`src/rtl/octa16_pkg.sv`:
```
// Shared register-file constants for the octa16 core: address width, entry count, hardwired zero register.
package octa16_pkg;
    localparam int                  REG_ADDR_W = 3;
    localparam int                  NUM_REGS   = 8;
    localparam logic [REG_ADDR_W-1:0] REG_ZERO = 3'd0;
endpackage

```
`src/rtl/rr_pick.sv`:
```
// Round-robin picker: first valid at or above ptr, wrapping, wins.
// Latency: combinational.
// Backpressure: none; grant is zero when no input is valid.
module rr_pick #(
    parameter int NUM_REQ = 2,
    parameter int PTR_W   = 1
) (
    input  logic [NUM_REQ-1:0] valid,
    input  logic [PTR_W-1:0]   ptr,
    output logic [NUM_REQ-1:0] grant,
    output logic [PTR_W-1:0]   idx
);

    logic [PTR_W-1:0] j;
    logic             found;

    always_comb begin
        grant = '0;
        idx   = '0;
        j     = '0;
        found = 1'b0;
        for (int k = 0; k < NUM_REQ; k++) begin
            j = PTR_W'((int'(ptr) + k) % NUM_REQ);
            if (valid[j] && !found) begin
                found    = 1'b1;
                grant[j] = 1'b1;
                idx      = j;
            end
        end
    end

endmodule

```
`src/rtl/reg_wb_arbiter.sv`:
```
// Round-robin arbiter for the register-file write port plus RAW scoreboard; REG_WB_BYPASS_EN adds forwarding.
// Latency: 1 cycle from req_valid&&req_ready to wr_en; stall is combinational.
// Backpressure: one grant per cycle, the write port never stalls, losers wait with req_ready low.
module reg_wb_arbiter
    import octa16_pkg::*;
#(
    parameter int DATA_WIDTH = 8,
    parameter int NUM_REQ    = 2
) (
    input  logic                          clk,
    input  logic                          rst_n,
    input  logic [NUM_REQ-1:0]            req_valid,
    output logic [NUM_REQ-1:0]            req_ready,
    input  logic [REG_ADDR_W*NUM_REQ-1:0] req_rd,
    input  logic [DATA_WIDTH*NUM_REQ-1:0] req_data,
    output logic                          wr_en,
    output logic [REG_ADDR_W-1:0]         wr_rd,
    output logic [DATA_WIDTH-1:0]         wr_data,
    input  logic                          sb_set,
    input  logic [REG_ADDR_W-1:0]         sb_rd,
    input  logic [REG_ADDR_W-1:0]         rs1,
    input  logic [REG_ADDR_W-1:0]         rs2,
`ifdef REG_WB_BYPASS_EN
    output logic                          fwd1,
    output logic                          fwd2,
    output logic [DATA_WIDTH-1:0]         fwd_data,
`endif
    output logic                          stall,
    output logic [NUM_REGS-1:0]           busy
);

    localparam int PTR_W = (NUM_REQ > 2) ? 2 : 1;

    logic [PTR_W-1:0]      ptr;
    logic [PTR_W-1:0]      idx;
    logic [PTR_W-1:0]      ptr_nxt;
    logic [NUM_REQ-1:0]    grant;
    logic [REG_ADDR_W-1:0] sel_rd;
    logic [DATA_WIDTH-1:0] sel_data;
    logic [NUM_REGS-1:0]   busy_nxt;
    logic                  hz1;
    logic                  hz2;

    rr_pick #(
        .NUM_REQ (NUM_REQ),
        .PTR_W   (PTR_W)
    ) u_pick (
        .valid (req_valid),
        .ptr   (ptr),
        .grant (grant),
        .idx   (idx)
    );

    assign req_ready = grant;
    assign ptr_nxt   = PTR_W'((int'(idx) + 1) % NUM_REQ);

    always_comb begin
        sel_rd   = REG_ZERO;
        sel_data = '0;
        for (int i = 0; i < NUM_REQ; i++) begin
            if (grant[i]) begin
                sel_rd   = req_rd[REG_ADDR_W*i +: REG_ADDR_W];
                sel_data = req_data[DATA_WIDTH*i +: DATA_WIDTH];
            end
        end
    end

    // Set is applied after clear so a newer outstanding write keeps the bit.
    always_comb begin
        busy_nxt = busy;
        if (wr_en && wr_rd != REG_ZERO)
            busy_nxt[wr_rd] = 1'b0;
        if (sb_set && sb_rd != REG_ZERO)
            busy_nxt[sb_rd] = 1'b1;
        busy_nxt[0] = 1'b0;
    end

    always_ff @(posedge clk or negedge rst_n) begin
        if (!rst_n) begin
            wr_en   <= 1'b0;
            wr_rd   <= REG_ZERO;
            wr_data <= '0;
            ptr     <= '0;
            busy    <= '0;
        end else begin
            if (|grant) begin
                wr_en   <= (sel_rd != REG_ZERO);
                wr_rd   <= sel_rd;
                wr_data <= sel_data;
                ptr     <= ptr_nxt;
            end else begin
                wr_en   <= 1'b0;
            end
            busy <= busy_nxt;
        end
    end

    assign hz1 = (rs1 != REG_ZERO) && busy[rs1];
    assign hz2 = (rs2 != REG_ZERO) && busy[rs2];

`ifdef REG_WB_BYPASS_EN
    assign fwd1     = (rs1 != REG_ZERO) && wr_en && (wr_rd == rs1);
    assign fwd2     = (rs2 != REG_ZERO) && wr_en && (wr_rd == rs2);
    assign fwd_data = wr_data;
    assign stall    = (hz1 && !fwd1) || (hz2 && !fwd2);
`else
    assign stall    = hz1 || hz2;
`endif

endmodule
```
`config.mk`:
```
export PLATFORM = sky130hd
export DESIGN_NAME = reg_wb_arbiter
export DESIGN_NICKNAME = d
export VERILOG_FILES = /design/src/rtl/octa16_pkg.sv /design/src/rtl/rr_pick.sv /design/src/rtl/reg_wb_arbiter.sv
export SDC_FILE = /design/constraint.sdc
export NUM_CORES = 1
export LEC_CHECK = 0
export CAP_MARGIN = 20
export CORE_AREA = 2 2 45 47
export DETAILED_ROUTE_END_ITERATION = 6
export DIE_AREA = 0 0 47 49
export DONT_BUFFER_PORTS = 1
export PLACE_DENSITY_LB_ADDON = 0.2
export SETUP_SLACK_MARGIN = 0.05
export SYNTH_ARGS = -nofsm -noshare
export SYNTH_HDL_FRONTEND = slang
export SYNTH_SLANG_ARGS = --single-unit
export TNS_END_PERCENT = 5
```
`constraint.sdc`:
```
create_clock -name clk -period 2.9 [get_ports clk]
set_input_delay 0.29 -clock clk [delete_from_list [all_inputs] [get_ports clk]]
set_output_delay 0.29 -clock clk [all_outputs]
set_load 0.005 [all_outputs]
```
# Word level (Yosys, flattened, before mapping)
# Cells that the tools add are included.
# totals
inputBits	36
output_inout_bits	23
elab_cells	66
regBits	20
# classes
addsub	2
n_bitwise	4
mux	28
n_reduce_logical	17
n_lt_le_gt_ge	10
# ops
op	count
$mux W8	4
$lt A3 B4 Y1 const B	4
$reduce_bool A3 Y1	5
$mux W1	14
$logic_and A1 B1 Y1	9
$and A8 B8 Y8	1
$not A8 Y8	1
$or A8 B8 Y8	1
$bmux W1 S3	2
$demux W1 S3	2
$ge A3 B1 Y1 const B	2
$mux W3	2
$lt A1 B2 Y1 const B	2
$mux W2	2
$add A1 B1 Y1 const B	2
$demux W1 S1	2
$ge A1 B1 Y1 const B	2
$or A2 B2 Y2	1
$reduce_or A2 Y1	1
$logic_not A1 Y1	1
$logic_or A1 B1 Y1	1

# Longest topological paths before layout
# Gate-level depths: netlist of run 1.
# depth
depth_word	11
depth_mapped	4
ltp_nobuf	3

# By module
# A second synthesis of run 1 with hierarchy kept.
# hier_totals
cells_unflattened	109
hier_area_um2	1063.5
# by_module_without_submodules
module	cells_per_inst	area_each_um2	seq_area_each_um2	n_inst
reg_wb_arbiter	105	1033.5	500.5	1
rr_pick	4	30.0	0.0	1

# Least setup slack after synthesis of run 1
# No wires, ideal clock.
# synth_path
kind	flip-flop to output port
from	register busy[5]
to	output port stall
n_path_buf	0
path_stages_with_launch	4
t_arrival_ps	982
t_required_ps	2610
slack_ps	1628
path_cell_list	dfrtp_1 -> mux2_2 -> a221oi_1 -> o31ai_1
# synth_between
elab_chain_cells	4
word_cells_on_any_way	7
cone_classes	mux: 4; reduce/logical: 3
# synth_lines
element	line	text
from (decl)	reg_wb_arbiter.sv:29	output logic [NUM_REGS-1:0] busy
from (signal assigned)	reg_wb_arbiter.sv:94	busy <= busy_nxt;
$bmux W1 S3 (on tied branches)	reg_wb_arbiter.sv:98, reg_wb_arbiter.sv:99	
$mux W1 (on tied branches)	reg_wb_arbiter.sv:98, reg_wb_arbiter.sv:99	
$logic_and A1 B1 Y1 (on tied branches)	reg_wb_arbiter.sv:98, reg_wb_arbiter.sv:99	
$logic_or A1 B1 Y1 *	reg_wb_arbiter.sv:107	assign stall = hz1 || hz2;
to (decl)	reg_wb_arbiter.sv:28	output logic stall,
# Every way passes the cells marked *; elsewhere a longest branch is shown, timed or not. The select of a mux whose other input is x is not followed.

# Final worst setup path of run 1
# layout_path
from	register busy[7]
to	output port stall
# Same word-level chain as after synthesis.

==> results.py, run 1 <==
metrics = {
    "outcome": {
        "status": "finished, final reports clean",
    },
    "placement": {
        "gp_congestion": 0.796,
        "io_buffers": 0,
        "post-dp-hpwl_mm": 1.81,
    },
    "sta": {
        "worst_pin_slew_ps": 877,
        "fmax_mhz": 604,
        "slew_viol_final": 0,
        "period_minus_slack_ps": 1660,
        "setup_viol": 0,
        "hold_viol": 0,
        "grt_setup_unrepaired": "false",
        "post-route-period-util_pct": 57.1,
        "final.setup.tns_ps": 0,
        "fin_skew_ps": 4.42,
        "relSlewSlack_pct": 41.3,
    },
    "setup_path": {
        "slowest_delay_ps": 470,
        "reg2regPathDepth": 3,
        "crit_fanout": 4,
        "path_cells": "mux2i_1 -> mux4_2 -> o31ai_1",
        "rrSetupSlack_ps": 1590,
        "path_delay_family": "multiplexers",
        "crit_required_ps": 2610,
        "end_kind": "output pin",
        "critPathSlowestCell": "mux4_2",
        "cp-startpoint": "busy[7]$_DFF_PN0_",
        "crit_arrival_ps": 1370,
        "crit_type": "register to output pin",
        "timing.rr.end": "wr_data[3]$_DFFE_PN0P_",
        "cp_num_buf_inv": 0,
        "start_kind": "register",
    },
    "synthesis": {
        "seq_area_frac_synth_pct": 43.9,
        "synth_nets": 153,
        "syn_area_um2": 1140,
        "syn_area_per_cell_um2": 9.75,
        "synthTopCellsByArea": "dfrtp_1, mux2_2, o22ai_1",
        "yosysTopAreaCell": "dfrtp_1",
        "ys_seq_elements": 20,
        "synth_top_area_share_pct": 43.9,
        "synth.distinct_cells": 26,
        "netlist_instances": 117,
        "synthesis.yosys.warnings": 0,
    },
    "clock_tree": {
        "numCtsBuffers": 3,
        "cts_tree": "built",
        "cts.path.max_buffers": 2,
        "clk_pin_slew_ps": 100,
        "post_cts.repair.setup_buffers": 0,
        "root_buffer": "clkbuf_4",
        "insertion_delay_ps": 290,
        "htreeDepth": 1,
        "clkSinkCount": 20,
    },
    "routing": {
        "num_vias": 888,
        "drc": 0,
        "avgRoutedWirePerCell_um": 16.7,
        "routed_via_density": 6.25,
        "finalWirelength_mm": 2.38,
        "first_pass_iters": 4,
        "ant_nets": 0,
        "drtIter0Drc": 10,
    },
    "global_route": {
        "grt_max_degree": 23,
        "overflow": 0,
        "antenna_found_initial": 0,
        "grt_pass1_vias": 898,
        "grt_pass1_wl_mm": 3.73,
        "grt_usage_pct": 21.8,
    },
    "cells_and_area": {
        "num_antenna_cells": 0,
        "nNetsFinal": 153,
        "drive_gt1_share_pct": 15.7,
        "syn_to_final_growth_pct": 2.96,
        "finish.utilization_pct": 63.8,
    },
    "power_and_ir_drop": {
        "leakage_nw": 0.494,
        "vdd.ir_drop.worst_v": 0.000331,
        "p_per_area_nw_per_um2": 594,
    },
    "die": {
        "initial_core_util_pct": 62.0,
        "ioPinCount": 59,
        "row_count": 16,
        "die_w_um": 47,
        "coreArea_um2": 1840,
        "die-area_um2": 2300,
        "die_h_um": 49,
    },
    "run": {
        "cap_viol_max_count": 0,
    },
    "min_path": {
        "hold_class": "input port to register",
        "hold_end": "busy[2]$_DFF_PN0_",
        "hold_start": "sb_rd[2]",
        "hold_path_depth": 1,
    },
}
==> worst max-delay path by stage <==
stage,cells after the start,slack [ps],end
finish,3,1240,stall
global route,3,1150,stall
CTS,3,1220,stall
detailed placement,3,1550,stall
global placement,3,1570,stall
floorplan,3,1630,stall
==> flip-flops by register name, summed over array words and instances (netlist names), named ones only <==
name / flops
wr_en: 1
busy: 7
wr_data: 8
wr_rd: 3
==> synthesized netlist by cell type, drive strengths merged <==
master,count
a21bo,1
a21boi,1
a221oi,1
a31oi,8
and3,1
buf,4
clkbuf,2
conb,1
dfrtp,20
inv,10
mux2,13
mux2i,4
mux4,1
nand2,6
nand2b,6
nor2,6
nor2b,1
nor3,1
nor3b,1
o21a,1
o21ai,12
o22ai,11
o2bb2ai,1
o31ai,3
or3,1
==> layer usage <==
metal / global-route usage, % / vias up / wire length (µm)
li1: - / 420 / -
met1: 29.0 / 426 / 1010
met2: 34.2 / 42 / 1190
met3: 5.93 / 0 / 166
met4: 6.02 / 0 / 0
met5: 0 / - / 0
==> cell families after synthesis <==
group           Yosys count  share of synthesized area, %
compound gates           39                          21.4
buf+inv                  16                          6.14
flops                    20                          43.9
mux                      18                          18.3
other cells               1                         0.329
simple gates             23                          9.98
==> worst register-to-register path: cells and delay by family (launching register included) <==
kind,cells,cell delay (ps)
flops,1,570
compound gates,3,650
==> where the power goes <==
part           total (mW)  switching (mW)  internal, mW
combinational       0.159          0.0704        0.0887
sequential          0.414          0.0750         0.339
clock               0.125          0.0765        0.0482
==> area by class of cell <==
cell class	instances	area, µm²
Fill cell	173	667
Tap cell	27	33.8
Timing Repair Buffer	1	10.0
Clock buffer	3	22.5
Sequential cell	20	500
Inverter	10	37.5
Multi-Input combinational cell	81	571
==> what timing repair did <==
action,in CTS,in global routing
endpoints found under the hold margin,20,0
resized for setup,0,0
hold buffers,1,0
==> layout by cell type, fill, tap and decap left out, drive strengths merged, types with 3 or more instances in the layout <==
cell type / count
nor2: 6
nand2b: 6
o22ai: 11
a31oi: 8
o31ai: 3
dfrtp: 20
nand2: 6
clkbuf: 3
inv: 10
o21ai: 12
mux2: 13
mux2i: 4
==> per-stage QoR <==
step / cell area, µm² / cells / setup WS (ps) / total power [mW] / hold WS [ps]
after detailed placement: 1140 / 138 / 1550 / 0.574 / -4.79
after global placement: 1140 / 138 / 1570 / 0.565 / -5.03
after global routing: 1170 / 142 / 1150 / 0.752 / 73.0
after CTS: 1170 / 142 / 1220 / 0.706 / 82.4
after floorplan: 1140 / 117 / 1630 / 0.539 / -5.59
final: 1170 / 142 / 1240 / 0.698 / 93.3
No activity file was read; power rests on OpenSTA's default activity.
==> run 2: changes to the inputs <==
- CORE_AREA: 2 2 45 47 -> 2 2 49 51
- DIE_AREA: 0 0 47 49 -> 0 0 51 53
- clock period: 2.9 -> 1.5 ns (I/O delays scaled with it)
==> run 2 against run 1 <==
The flow now finishes with violations (setup timing). Highest routed layer is now met4. Die area is 17% higher. Final cell count increased by 11%. Global-route usage decreased by 0.32 points. Wire length increased by 17%. Non-clock buffer count is 14 higher. First-iteration DRC count grew 130%. Via count is 8.3% higher. Critical endpoint unchanged. Hold slack worse by 80 ps. Critical path type unchanged.
==> results.py, run 2 (synthesis gave the netlist of run 1 again) <==
metrics = {
    "outcome": {
        "status": "finished, violations left",
        "violations": "setup timing",
    },
    "cells_and_area": {
        "num_antenna_cells": 0,
        "final_common_cell": "dfrtp_1",
        "layout_common_cells": "dfrtp_1, dlygate4sd3_1, mux2_2, o21ai_0, o22ai_1",
        "top_regs": "wr_data: 8 flops, busy: 7 flops, wr_rd: 3 flops",
        "syn_to_final_growth_pct": 15.6,
        "nNetsFinal": 167,
        "largest_reg_flops": 8,
        "finish.utilization_pct": 61.4,
        "drive_gt1_share_pct": 15.5,
        "largest_register": "wr_data",
    },
    "routing": {
        "num_vias": 962,
        "first_pass_iters": 4,
        "drtIter0Drc": 23,
        "drc": 0,
        "avgRoutedWirePerCell_um": 17.8,
        "routed_via_density": 6.13,
        "ant_nets": 0,
        "finalWirelength_mm": 2.79,
    },
    "clock_tree": {
        "numCtsBuffers": 3,
        "cts.path.max_buffers": 2,
        "htreeDepth": 1,
        "cts_tree": "built",
        "clkSinkCount": 20,
        "clk_pin_slew_ps": 100,
        "post_cts.repair.setup_buffers": 0,
        "insertion_delay_ps": 290,
        "root_buffer": "clkbuf_4",
    },
    "setup_path": {
        "start_kind": "register",
        "crit_type": "register to output pin",
        "crit_required_ps": 1350,
        "crit_arrival_ps": 1420,
        "crit_fanout": 4,
        "end_kind": "output pin",
        "cp-startpoint": "busy[4]$_DFF_PN0_",
    },
    "die": {
        "die_w_um": 51,
        "ioPinCount": 59,
        "die-area_um2": 2700,
        "row_count": 17,
        "coreArea_um2": 2150,
        "initial_core_util_pct": 53.1,
        "die_h_um": 53,
    },
    "global_route": {
        "grt_pass1_vias": 978,
        "grt_usage_pct": 21.4,
        "grt_pass1_wl_mm": 4.26,
        "grt_max_degree": 21,
        "overflow": 0,
        "antenna_found_initial": 0,
    },
    "sta": {
        "slew_viol_final": 0,
        "fmax_mhz": 639,
        "period_minus_slack_ps": 1570,
        "relSlewSlack_pct": 40.3,
        "timing.hold.ws_ps": 13.1,
        "hold_viol": 0,
        "fin_skew_ps": 1.97,
        "setup_viol": 1,
        "post-route-period-util_pct": 104,
        "grt_setup_unrepaired": "true",
        "worst_pin_slew_ps": 893,
        "fin_ws_ps": -66.1,
    },
    "placement": {
        "dp_slack_ps": 288,
        "post-dp-hpwl_mm": 1.89,
        "io_buffers": 0,
        "gp_congestion": 0.823,
    },
    "power_and_ir_drop": {
        "vdd.ir_drop.worst_v": 0.000656,
        "p_per_area_nw_per_um2": 1070,
        "leakage_nw": 0.553,
    },
    "min_path": {
        "hold_start": "req_valid[0]",
        "hold_class": "input port to register",
    },
    "run": {
        "cap_viol_max_count": 0,
    },
}
run 2: changes by cell type in the layout (fill, tap and decap cells not counted), sizes merged:
cell         change
buf              +1
dlygate4sd3     +13
run 2: cell type report:
| cell class | instances | area, µm² |
|---|---|---|
| clock buffer | 3 | 22.5 |
| fill | 174 | 830 |
| inverter | 10 | 37.5 |
| multi-input combinational | 81 | 576 |
| sequential | 20 | 500 |
| tap | 28 | 35.0 |
| timing repair buffer | 15 | 148 |
run 2: path summary, 6_finish.rpt:
path	cells after the start	slack, ps	endpoint
max	3	-70	stall
min	2	10	wr_rd[2]$_DFFE_PN0P_
max reg2reg	3	360	wr_data[5]$_DFFE_PN0P_
min reg2reg	1	570	wr_data[0]$_DFFE_PN0P_
max in group asynchronous	1	540	wr_data[6]$_DFFE_PN0P_
min in group asynchronous	1	420	wr_rd[2]$_DFFE_PN0P_
run 2: worst max-delay path, cell delays in order (launching register included):
cell and delay [ps]:
dfrtp_1 440, mux2_2 280, a221oi_1 300, o31ai_2 100
run 2: power by group:
part | leakage, nW | switching [mW] | internal (mW)
sequential | 0.229 | 0.142 | 0.656
clock | 0.0138 | 0.149 | 0.0933
combinational | 0.309 | 0.166 | 0.202
run 2: timing repair:
| item | 4_1_cts | 5_1_grt |
|---|---|---|
| gates resized for setup | 0 | 1 |
| hold endpoints to repair | 32 | 0 |
| pin swaps | 0 | 0 |
| hold buffers | 14 | 0 |
| endpoints found under the setup margin | 1 | 1 |
run 2: per-layer routing:
layer,up-vias,track usage (%),part of all wire (%)
met5,-,0,0
met4,0,8.11,0.57
met3,2,5.37,8.0
met2,45,36.4,52
met1,462,26.2,39
li1,453,-,-
run 2: through the flow:
stage / area, µm² / power, mW / std cells / TNS (ps)
after floorplan: 1140 / 1.04 / 117 / 0
after global placement: 1150 / 1.10 / 140 / 0
after detailed placement: 1150 / 1.12 / 140 / 0
after CTS: 1310 / 1.42 / 157 / -52.2
after global routing: 1320 / 1.51 / 157 / -132
final: 1320 / 1.41 / 157 / -66.1
